## config.mk

```make
export PLATFORM = sky130hd
export DESIGN_NAME = ifu
export DESIGN_NICKNAME = d
export VERILOG_FILES = /design/src/rtl/ifu.sv
export SDC_FILE = /design/constraint.sdc
export NUM_CORES = 1
export LEC_CHECK = 0
export CORE_ASPECT_RATIO = 0.7
export CORE_MARGIN = 2
export CORE_UTILIZATION = 41
export CTS_CLUSTER_DIAMETER = 80
export DETAILED_ROUTE_END_ITERATION = 16
export GPL_TIMING_DRIVEN = 1
export HOLD_SLACK_MARGIN = 0.12
export PLACE_DENSITY = 0.89
export RECOVER_POWER = 25
export SLEW_MARGIN = 10
export SYNTH_ARGS = -nofsm -noshare
export SYNTH_HDL_FRONTEND = slang
export SYNTH_SLANG_ARGS = --single-unit
```

## constraint.sdc

```tcl
create_clock -name clk -period 2.36 [get_ports clk]
set_input_delay 0.236 -clock clk [delete_from_list [all_inputs] [get_ports clk]]
set_output_delay 0.236 -clock clk [all_outputs]
set_load 0.01 [all_outputs]
```

## src/rtl/ifu.sv

```systemverilog
// Instruction fetch unit: owns the PC, fetches one instruction per retirement and hands {pc, inst} to decode.
// Optional build macro IFU_ALIGN_CHECK_EN: a misaligned redirect is delivered as a fault instead of being force-aligned.
module ifu #(
  parameter logic [31:0] RESET_PC = 32'h8000_0000
) (
  input  logic        clk,
  input  logic        rst,
  input  logic        valid_pre_i,
  output logic        ready_pre_o,
  input  logic        branch_en_i,
  input  logic [31:0] dnpc_i,
  output logic        arvalid_o,
  input  logic        arready_i,
  output logic [31:0] araddr_o,
  input  logic        rvalid_i,
  output logic        rready_o,
  input  logic [31:0] rdata_i,
  input  logic [1:0]  rresp_i,
  output logic        valid_post_o,
  input  logic        ready_post_i,
  output logic [31:0] pc_o,
  output logic [31:0] inst_o,
  output logic        fault_o
);

  typedef enum logic [2:0] {
    IDLE = 3'd0,
    AR   = 3'd1,
    R    = 3'd2,
    OUT  = 3'd3,
    WAIT = 3'd4
  } state_t;

  state_t      state_reg, state_next;
  logic [31:0] pc_reg, pc_next;
  logic [31:0] inst_reg, inst_next;
  logic        fault_reg, fault_next;

  logic [31:0] redirect_pc;
  logic        redirect_misaligned;

`ifdef IFU_ALIGN_CHECK_EN
  assign redirect_pc         = dnpc_i;
  assign redirect_misaligned = (dnpc_i[1:0] != 2'b00);
`else
  // Low target bits are dropped: the redirect is silently word-aligned.
  logic dnpc_low_unused;
  assign dnpc_low_unused     = ^dnpc_i[1:0];
  assign redirect_pc         = {dnpc_i[31:2], 2'b00};
  assign redirect_misaligned = 1'b0;
`endif

  always_ff @(posedge clk or posedge rst) begin
    if (rst) begin
      state_reg <= IDLE;
      pc_reg    <= RESET_PC;
      inst_reg  <= 32'h0;
      fault_reg <= 1'b0;
    end else begin
      state_reg <= state_next;
      pc_reg    <= pc_next;
      inst_reg  <= inst_next;
      fault_reg <= fault_next;
    end
  end

  always_comb begin
    state_next = state_reg;
    pc_next    = pc_reg;
    inst_next  = inst_reg;
    fault_next = fault_reg;
    case (state_reg)
      IDLE: state_next = AR;
      AR: begin
        if (arready_i) state_next = R;
      end
      R: begin
        if (rvalid_i) begin
          inst_next  = rdata_i;
          fault_next = (rresp_i != 2'b00);
          state_next = OUT;
        end
      end
      OUT: begin
        if (ready_post_i) state_next = WAIT;
      end
      WAIT: begin
        if (valid_pre_i) begin
          fault_next = 1'b0;
          state_next = AR;
          if (!branch_en_i) begin
            pc_next = pc_reg + 32'd4;
          end else if (redirect_misaligned) begin
            // Skip the bus entirely; decode receives the bad PC flagged as a fault.
            pc_next    = redirect_pc;
            inst_next  = 32'h0;
            fault_next = 1'b1;
            state_next = OUT;
          end else begin
            pc_next = redirect_pc;
          end
        end
      end
      default: state_next = IDLE;
    endcase
  end

  // Handshake outputs come from state alone, never combinationally from inputs.
  assign arvalid_o    = (state_reg == AR);
  assign rready_o     = (state_reg == R);
  assign valid_post_o = (state_reg == OUT);
  assign ready_pre_o  = (state_reg == WAIT);
  assign araddr_o     = pc_reg;
  assign pc_o         = pc_reg;
  assign inst_o       = inst_reg;
  assign fault_o      = fault_reg;

endmodule
```

==> results of run 1 <==
==> worst max path at each step <==
stage                         endpoint  slack, ns  depth (start not counted)
after floorplan           araddr_o[10]       0.47                          1
after global placement    araddr_o[13]       0.49                          4
after detailed placement  araddr_o[13]       0.47                          4
after CTS                  ready_pre_o       0.28                          3
after global routing      araddr_o[22]       0.21                          6
final                      ready_pre_o       0.28                          3
==> layout by cell type (no fill, tap or decap), drive strengths merged, types with 2 or more instances in the layout <==
cell	netlist	layout
clkdlybuf4s50	0	165
dfrtp	65	65
o21ai	33	33
mux2	32	32
a21oi	22	22
nand3	20	20
nor2	19	19
nand2	16	16
clkbuf	14	13
buf	40	12
and3	9	9
nor3	9	9
inv	8	8
nand4	7	7
or3	6	6
a211oi	6	6
a311oi	6	6
a22oi	5	5
and2	5	5
o22a	4	4
nor2b	4	4
conb	1	4
a2bb2oi	3	3
a31oi	3	3
mux2i	3	3
nor4	3	3
a32oi	2	2
o22ai	2	2
o31ai	2	2
a22o	2	2
a41o	2	2
and4	2	2
o21a	2	2
clkinv	0	2
==> report_power, final <==
group	switching, mW	internal (mW)	total, mW
clock	0.478	0.837	1.32
sequential	0.532	1.61	2.14
combinational	1.00	1.60	2.60
total	2.01	4.05	6.06
==> cells by family after synthesis <==
logic type	Yosys count	share of synthesized area, %
buf+inv	62	10.1
fa+ha+maj	1	0.344
compound gates	96	17.0
mux	35	10.7
simple gates	103	16.2
flops	66	45.5
other cells	1	0.103
==> metal layers <==
metal / GRT usage (%) / vias to the layer above / share of wire, %
li1: - / 1579 / -
met1: 29.9 / 1664 / 41
met2: 37.9 / 157 / 50
met3: 6.46 / 13 / 7.8
met4: 8.59 / 0 / 1.2
met5: 0 / - / 0
==> final cells by class <==
class	count	area (um2)	share of cell area [%]
inverters	8	30.0	0.544
clock inverters	3	40.0	0.725
flip-flops and latches	66	1650	29.9
clock buffers	12	246	4.46
repair buffers	179	1780	32.2
multi-input cells	239	1630	29.4
well taps	120	150	2.72
==> worst max-delay path, stage by stage, from the launching register on <==
cell and delay [ns]:
sky130_fd_sc_hd__dfrtp_1 0.46, sky130_fd_sc_hd__nor2_1 0.22, sky130_fd_sc_hd__and2_1 0.26, sky130_fd_sc_hd__clkdlybuf4s50_1 0.57
==> results.ini, run 1 <==
[drt]
drt_iter0_drc = 157
route.detailed.drc = 0
detail-route-antenna-nets = 0
post_drt_wl_per_cell_um = 17.4
wirelength_um = 10900
total_number_of_vias = 3413
drtPass1Iterations = 5
vias_per_cell = 5.44

[final_layout]
finalNetCount = 577
area.growth.synth_to_final_pct = 51.9
postLayoutCellArea_um2 = 5520
largest_register_ff_count = 32
instances_no_fill = 627
layout.filler_cells = 689
post_route_utilization_pct = 64.9
drive_gt1_share_pct = 10.8
antenna-diode-count = 0

[clock_network]
cts_hold_buffers = 0
cts.repair.resized = 0
htreeDepth = 3
clock_slew_at_reported_path_ffs_ns = 0.05
clock-root-buffer = sky130_fd_sc_hd__clkbuf_16
tritoncts = yes
clk_latency_ns = 0.33
clock_sinks = 66
cts-root-to-sink-buffers = 2
postCtsSetupRepairBufs = 0
tritoncts.num_buffers = 9

[sta]
fmax_mhz = 481
timing.slew.headroom_pct = 35.7
slew_viol_final = 0
finalCriticalPeriod_ns = 2.08
timing.final.ws_setup_ns = 0.281
fin_tns_setup_ns = 0
hold-worst-slack_ns = 0.481
fin_crit_sh_pct = 88.1
worst_slew_pin_slew_ns = 0.963
final-hold-violation-count = 0
finalClockSkew_ns = 0.00881
rsz0062_at_grt = no
setup_violations = 0

[hold_path]
hold_path_depth = 1
min_to = inst_o[12]
hp-start = inst_o[12]
timing.hold.worst.class = flip-flop to flip-flop

[floorplanning]
floorplan.initialDensity_pct = 42.7
ioPinCount = 174
die_width_um = 117
floorplan.core_area_um2 = 8510
row_count = 28
die_area_um2 = 9650
floorplan_die_height_um = 82.8

[global_route]
grt_pass1_vias = 3393
number_of_antenna_violations_at_the_first_check_in_global_routing = 0
grt_usage_pct = 23.2
grt_start_max_net_pins = 36
wire_length_of_the_first_global_routing_pass_um = 17000
grt-ovfl-total = 0

[logic_synthesis]
postSynthRegisterBits = 66
number_of_synthesized_flops_with_an_enable_pin = 0
synth_top_area_share_pct = 44.8
synth_top_flop_cell = sky130_fd_sc_hd__dfrtp_1
instance_count_of_the_mapped_netlist = 364
async_flop_share_pct = 100
netlist.top_cell.by_area = sky130_fd_sc_hd__dfrtp_1
yosysWarnings = 0
synth.cells.most_frequent = 65 x sky130_fd_sc_hd__dfrtp_1, 34 x sky130_fd_sc_hd__buf_4, 32 x sky130_fd_sc_hd__o21ai_0
post-synth-top-count-cell = sky130_fd_sc_hd__dfrtp_1
netlist_top_cells_area = sky130_fd_sc_hd__dfrtp_1 45%, sky130_fd_sc_hd__buf_4 7.0%, sky130_fd_sc_hd__mux2_2 5.9%
synthesis.area_per_instance_um2 = 9.99
sequential_cell_area_fraction_in_the_yosys_report_pct = 45.5
synthesis.area_um2 = 3630
synth.distinct_cells = 48

[critical_path]
worstPathArrival_ns = 1.84
start_kind = flip-flop
critical_path.startpoint = state_reg[0]
r2r.worst_path.cells = 6
worstPathRequired_ns = 2.12
critPathKind = flip-flop to output port
kind_of_capture_point_of_the_worst_setup_path = output port
worstReg2RegStart = araddr_o[2]
setup.reg_to_reg.worst_slack_ns = 0.44
crit_fanout = 7
crit-reg2reg-capture = araddr_o[20]

[placed_design]
io_buffer_count = 167
post-place-cells = 612
globalplace.congestion = 0.823
post_dp_cell_area_um2 = 5240
post-dp-hpwl_um = 7950
place_ws_ns = 0.475

[pwr]
power.ir.vdd_worst_uv = 614
power_leakage_nw = 2.24
total_power_mw = 6.06
power.density_nw_per_um2 = 1100

[job]
cap_viol_max_count = 0

[status]
status = finished clean

Note: power is estimated with default switching activity, not from simulation.
==> run 2: changes to the inputs <==
--- a/config.mk
+++ b/config.mk
@@ -6,7 +6,7 @@
 export NUM_CORES = 1
 export LEC_CHECK = 0
 export CORE_ASPECT_RATIO = 0.7
-export CORE_MARGIN = 2
+export CORE_MARGIN = 3
 export CORE_UTILIZATION = 41
 export CTS_CLUSTER_DIAMETER = 80
 export DETAILED_ROUTE_END_ITERATION = 16
@@ -14,7 +14,7 @@
 export HOLD_SLACK_MARGIN = 0.12
 export PLACE_DENSITY = 0.89
 export RECOVER_POWER = 25
-export SLEW_MARGIN = 10
+export SLEW_MARGIN = 5
 export SYNTH_ARGS = -nofsm -noshare
 export SYNTH_HDL_FRONTEND = slang
 export SYNTH_SLANG_ARGS = --single-unit
==> run 2 against run 1 <==
Global-route usage decreased by 0.79 points. Critical path depth unchanged. Combinational power barely moved. Final cell count did not move. Sequential share of layout area down 0.081 points.
==> results.ini, run 2 (synthesis gave the netlist of run 1 again) <==
[status]
status = finished clean

[floorplanning]
floorplan_die_height_um = 84.8  ; +2.4%
die_area_um2 = 10000  ; +4.2%
row_count = 28  ; unchanged
floorplan.core_area_um2 = 8550  ; +0.41%
ioPinCount = 174  ; unchanged
floorplan.initialDensity_pct = 42.5  ; -0.17 points
die_width_um = 119  ; +1.7%

[sta]
hold-worst-slack_ns = 0.476  ; -0.00482 ns
fin_tns_setup_ns = 0  ; unchanged
setup_violations = 0  ; unchanged
rsz0062_at_grt = no
slew_viol_final = 0  ; unchanged
final-hold-violation-count = 0  ; unchanged
worst_slew_pin_slew_ns = 0.872  ; -0.0916 ns
fmax_mhz = 482  ; +0.15%
fin_crit_sh_pct = 88.0  ; -0.13 points
timing.slew.headroom_pct = 41.9  ; +6.2 points
finalCriticalPeriod_ns = 2.08  ; -0.00318 ns
finalClockSkew_ns = 0.00772  ; -0.00109 ns
timing.final.ws_setup_ns = 0.284  ; +0.00318 ns

[final_layout]
post_route_utilization_pct = 64.8  ; -0.090 points
layout_commonest_cell = sky130_fd_sc_hd__clkdlybuf4s50_1
regArea_um2 = 1650  ; unchanged
antenna-diode-count = 0  ; unchanged
finalNetCount = 578  ; +0.17%
largest_register_ff_count = 32  ; unchanged
area.growth.synth_to_final_pct = 52.4
instances_no_fill = 627  ; unchanged
postLayoutCellArea_um2 = 5540  ; +0.27%
multiInputGateArea_um2 = 1630  ; unchanged
drive_gt1_share_pct = 11.2  ; +0.39 points
layout.filler_cells = 707  ; +2.6%
layout_common_cells = 165 x sky130_fd_sc_hd__clkdlybuf4s50_1, 65 x sky130_fd_sc_hd__dfrtp_1, 32 x sky130_fd_sc_hd__o21ai_0, 22 x sky130_fd_sc_hd__a21oi_1

[placed_design]
place_ws_ns = 0.372  ; -0.103 ns
post-dp-hpwl_um = 8210  ; +3.3%
io_buffer_count = 167  ; unchanged
post_dp_cell_area_um2 = 5240  ; about the same
globalplace.congestion = 0.814  ; -1.1%
post-place-cells = 613  ; +0.16%

[pwr]
power_leakage_nw = 2.25  ; +0.54%
power.density_nw_per_um2 = 1110  ; +1.1%
total_power_mw = 6.15  ; +1.4%
power.ir.vdd_worst_uv = 685  ; +12%

[clock_network]
cts_hold_buffers = 0  ; unchanged
clk_latency_ns = 0.32  ; about the same
clock_sinks = 66  ; unchanged
tritoncts.num_buffers = 9  ; unchanged
cts-root-to-sink-buffers = 2  ; unchanged
htreeDepth = 3  ; unchanged
cts.repair.resized = 0  ; unchanged
clock_slew_at_reported_path_ffs_ns = 0.05  ; about the same
tritoncts = yes
clock-root-buffer = sky130_fd_sc_hd__clkbuf_16
postCtsSetupRepairBufs = 0  ; unchanged

[critical_path]
worstPathArrival_ns = 1.84  ; about the same
kind_of_capture_point_of_the_worst_setup_path = output port
worstPathRequired_ns = 2.12  ; about the same
critPathKind = flip-flop to output port
worst_path_largest_cell_delay_ns = 0.59  ; +0.02 ns
start_kind = flip-flop
crit_fanout = 8  ; +1
critical-path-top-delay-family = buffers and inverters
path_cells = nand2b_1 > nor2_1 > clkdlybuf4s50_1
critPathBufInv = 1  ; unchanged
cpMaxStageDelayCell = sky130_fd_sc_hd__clkdlybuf4s50_1

[global_route]
wire_length_of_the_first_global_routing_pass_um = 18200  ; +6.9%
grt_start_max_net_pins = 51  ; +42%
grt_usage_pct = 22.4  ; -0.79 points
grt_pass1_vias = 3543  ; +4.4%
number_of_antenna_violations_at_the_first_check_in_global_routing = 0  ; unchanged
grt-ovfl-total = 0  ; unchanged

[job]
cap_viol_max_count = 0  ; unchanged

[hold_path]
timing.hold.worst.class = input pin to flip-flop

[drt]
route.detailed.drc = 0  ; unchanged
drt_iter0_drc = 181  ; +15%
drtPass1Iterations = 5  ; unchanged
detail-route-antenna-nets = 0  ; unchanged
wirelength_um = 11100  ; +1.8%
total_number_of_vias = 3409  ; -0.12%
vias_per_cell = 5.44  ; -0.12%
post_drt_wl_per_cell_um = 17.7  ; +1.8%

-- run 2: cell count changes in the layout (fill, tap and decap cells not counted), sizes merged --
cell    delta
clkinv     -1
bufinv     +1
-- run 2: layer usage --
layer	global-route usage (%)	share of wire [%]	vias to the layer above
met1	28.8	42	1662
met2	38.6	50	155
li1	-	-	1581
met3	5.45	7.1	11
met4	5.26	1.3	0
met5	0	0	-
-- run 2: cell type report --
| class | instances | share of cell area (%) |
|---|---|---|
| tap | 120 | 2.71 |
| inverter | 8 | 0.542 |
| clock buffer | 11 | 4.38 |
| multi-input combinational | 239 | 29.3 |
| clock inverter | 3 | 1.17 |
| sequential | 66 | 29.8 |
| timing repair buffer | 180 | 32.0 |
-- run 2: worst reg2reg max path, stage by stage (launching register included) --
cell	delay [ns]
sky130_fd_sc_hd__dfrtp_1	0.46
sky130_fd_sc_hd__ha_1	0.25
sky130_fd_sc_hd__nand3_1	0.18
sky130_fd_sc_hd__nor2_1	0.36
sky130_fd_sc_hd__and4_1	0.32
sky130_fd_sc_hd__a31oi_1	0.11
sky130_fd_sc_hd__o22a_1	0.20
-- run 2: report_power, final --
group          switching [mW]  internal [mW]  leakage [nW]
clock network           0.455          0.939         0.151
registers               0.524           1.61         0.817
logic                    1.01           1.60          1.29
total                    1.99           4.16          2.25
-- run 2: path summary, 6_finish.rpt --
check                           cells after the start    startpoint  slack [ns]           end
worst max register to register                      6   araddr_o[2]        0.35  araddr_o[20]
min in group asynchronous                           3           rst        0.65    inst_o[17]
worst max-delay path                                3  state_reg[2]        0.28  valid_post_o
worst min-delay path                                3    dnpc_i[31]        0.48  araddr_o[31]
max in group asynchronous                           3           rst        1.14   araddr_o[5]
worst min register to register                      1    inst_o[28]        0.48    inst_o[28]
==> run 3: changes to the inputs <==
--- a/config.mk
+++ b/config.mk
@@ -9,6 +9,7 @@
 export CORE_MARGIN = 3
 export CORE_UTILIZATION = 41
 export CTS_CLUSTER_DIAMETER = 80
+export CTS_CLUSTER_SIZE = 12
 export DETAILED_ROUTE_END_ITERATION = 16
 export GPL_TIMING_DRIVEN = 1
 export HOLD_SLACK_MARGIN = 0.12
==> results of run 3 <==
Final layout, timing and power as in run 2 (identical DEF).
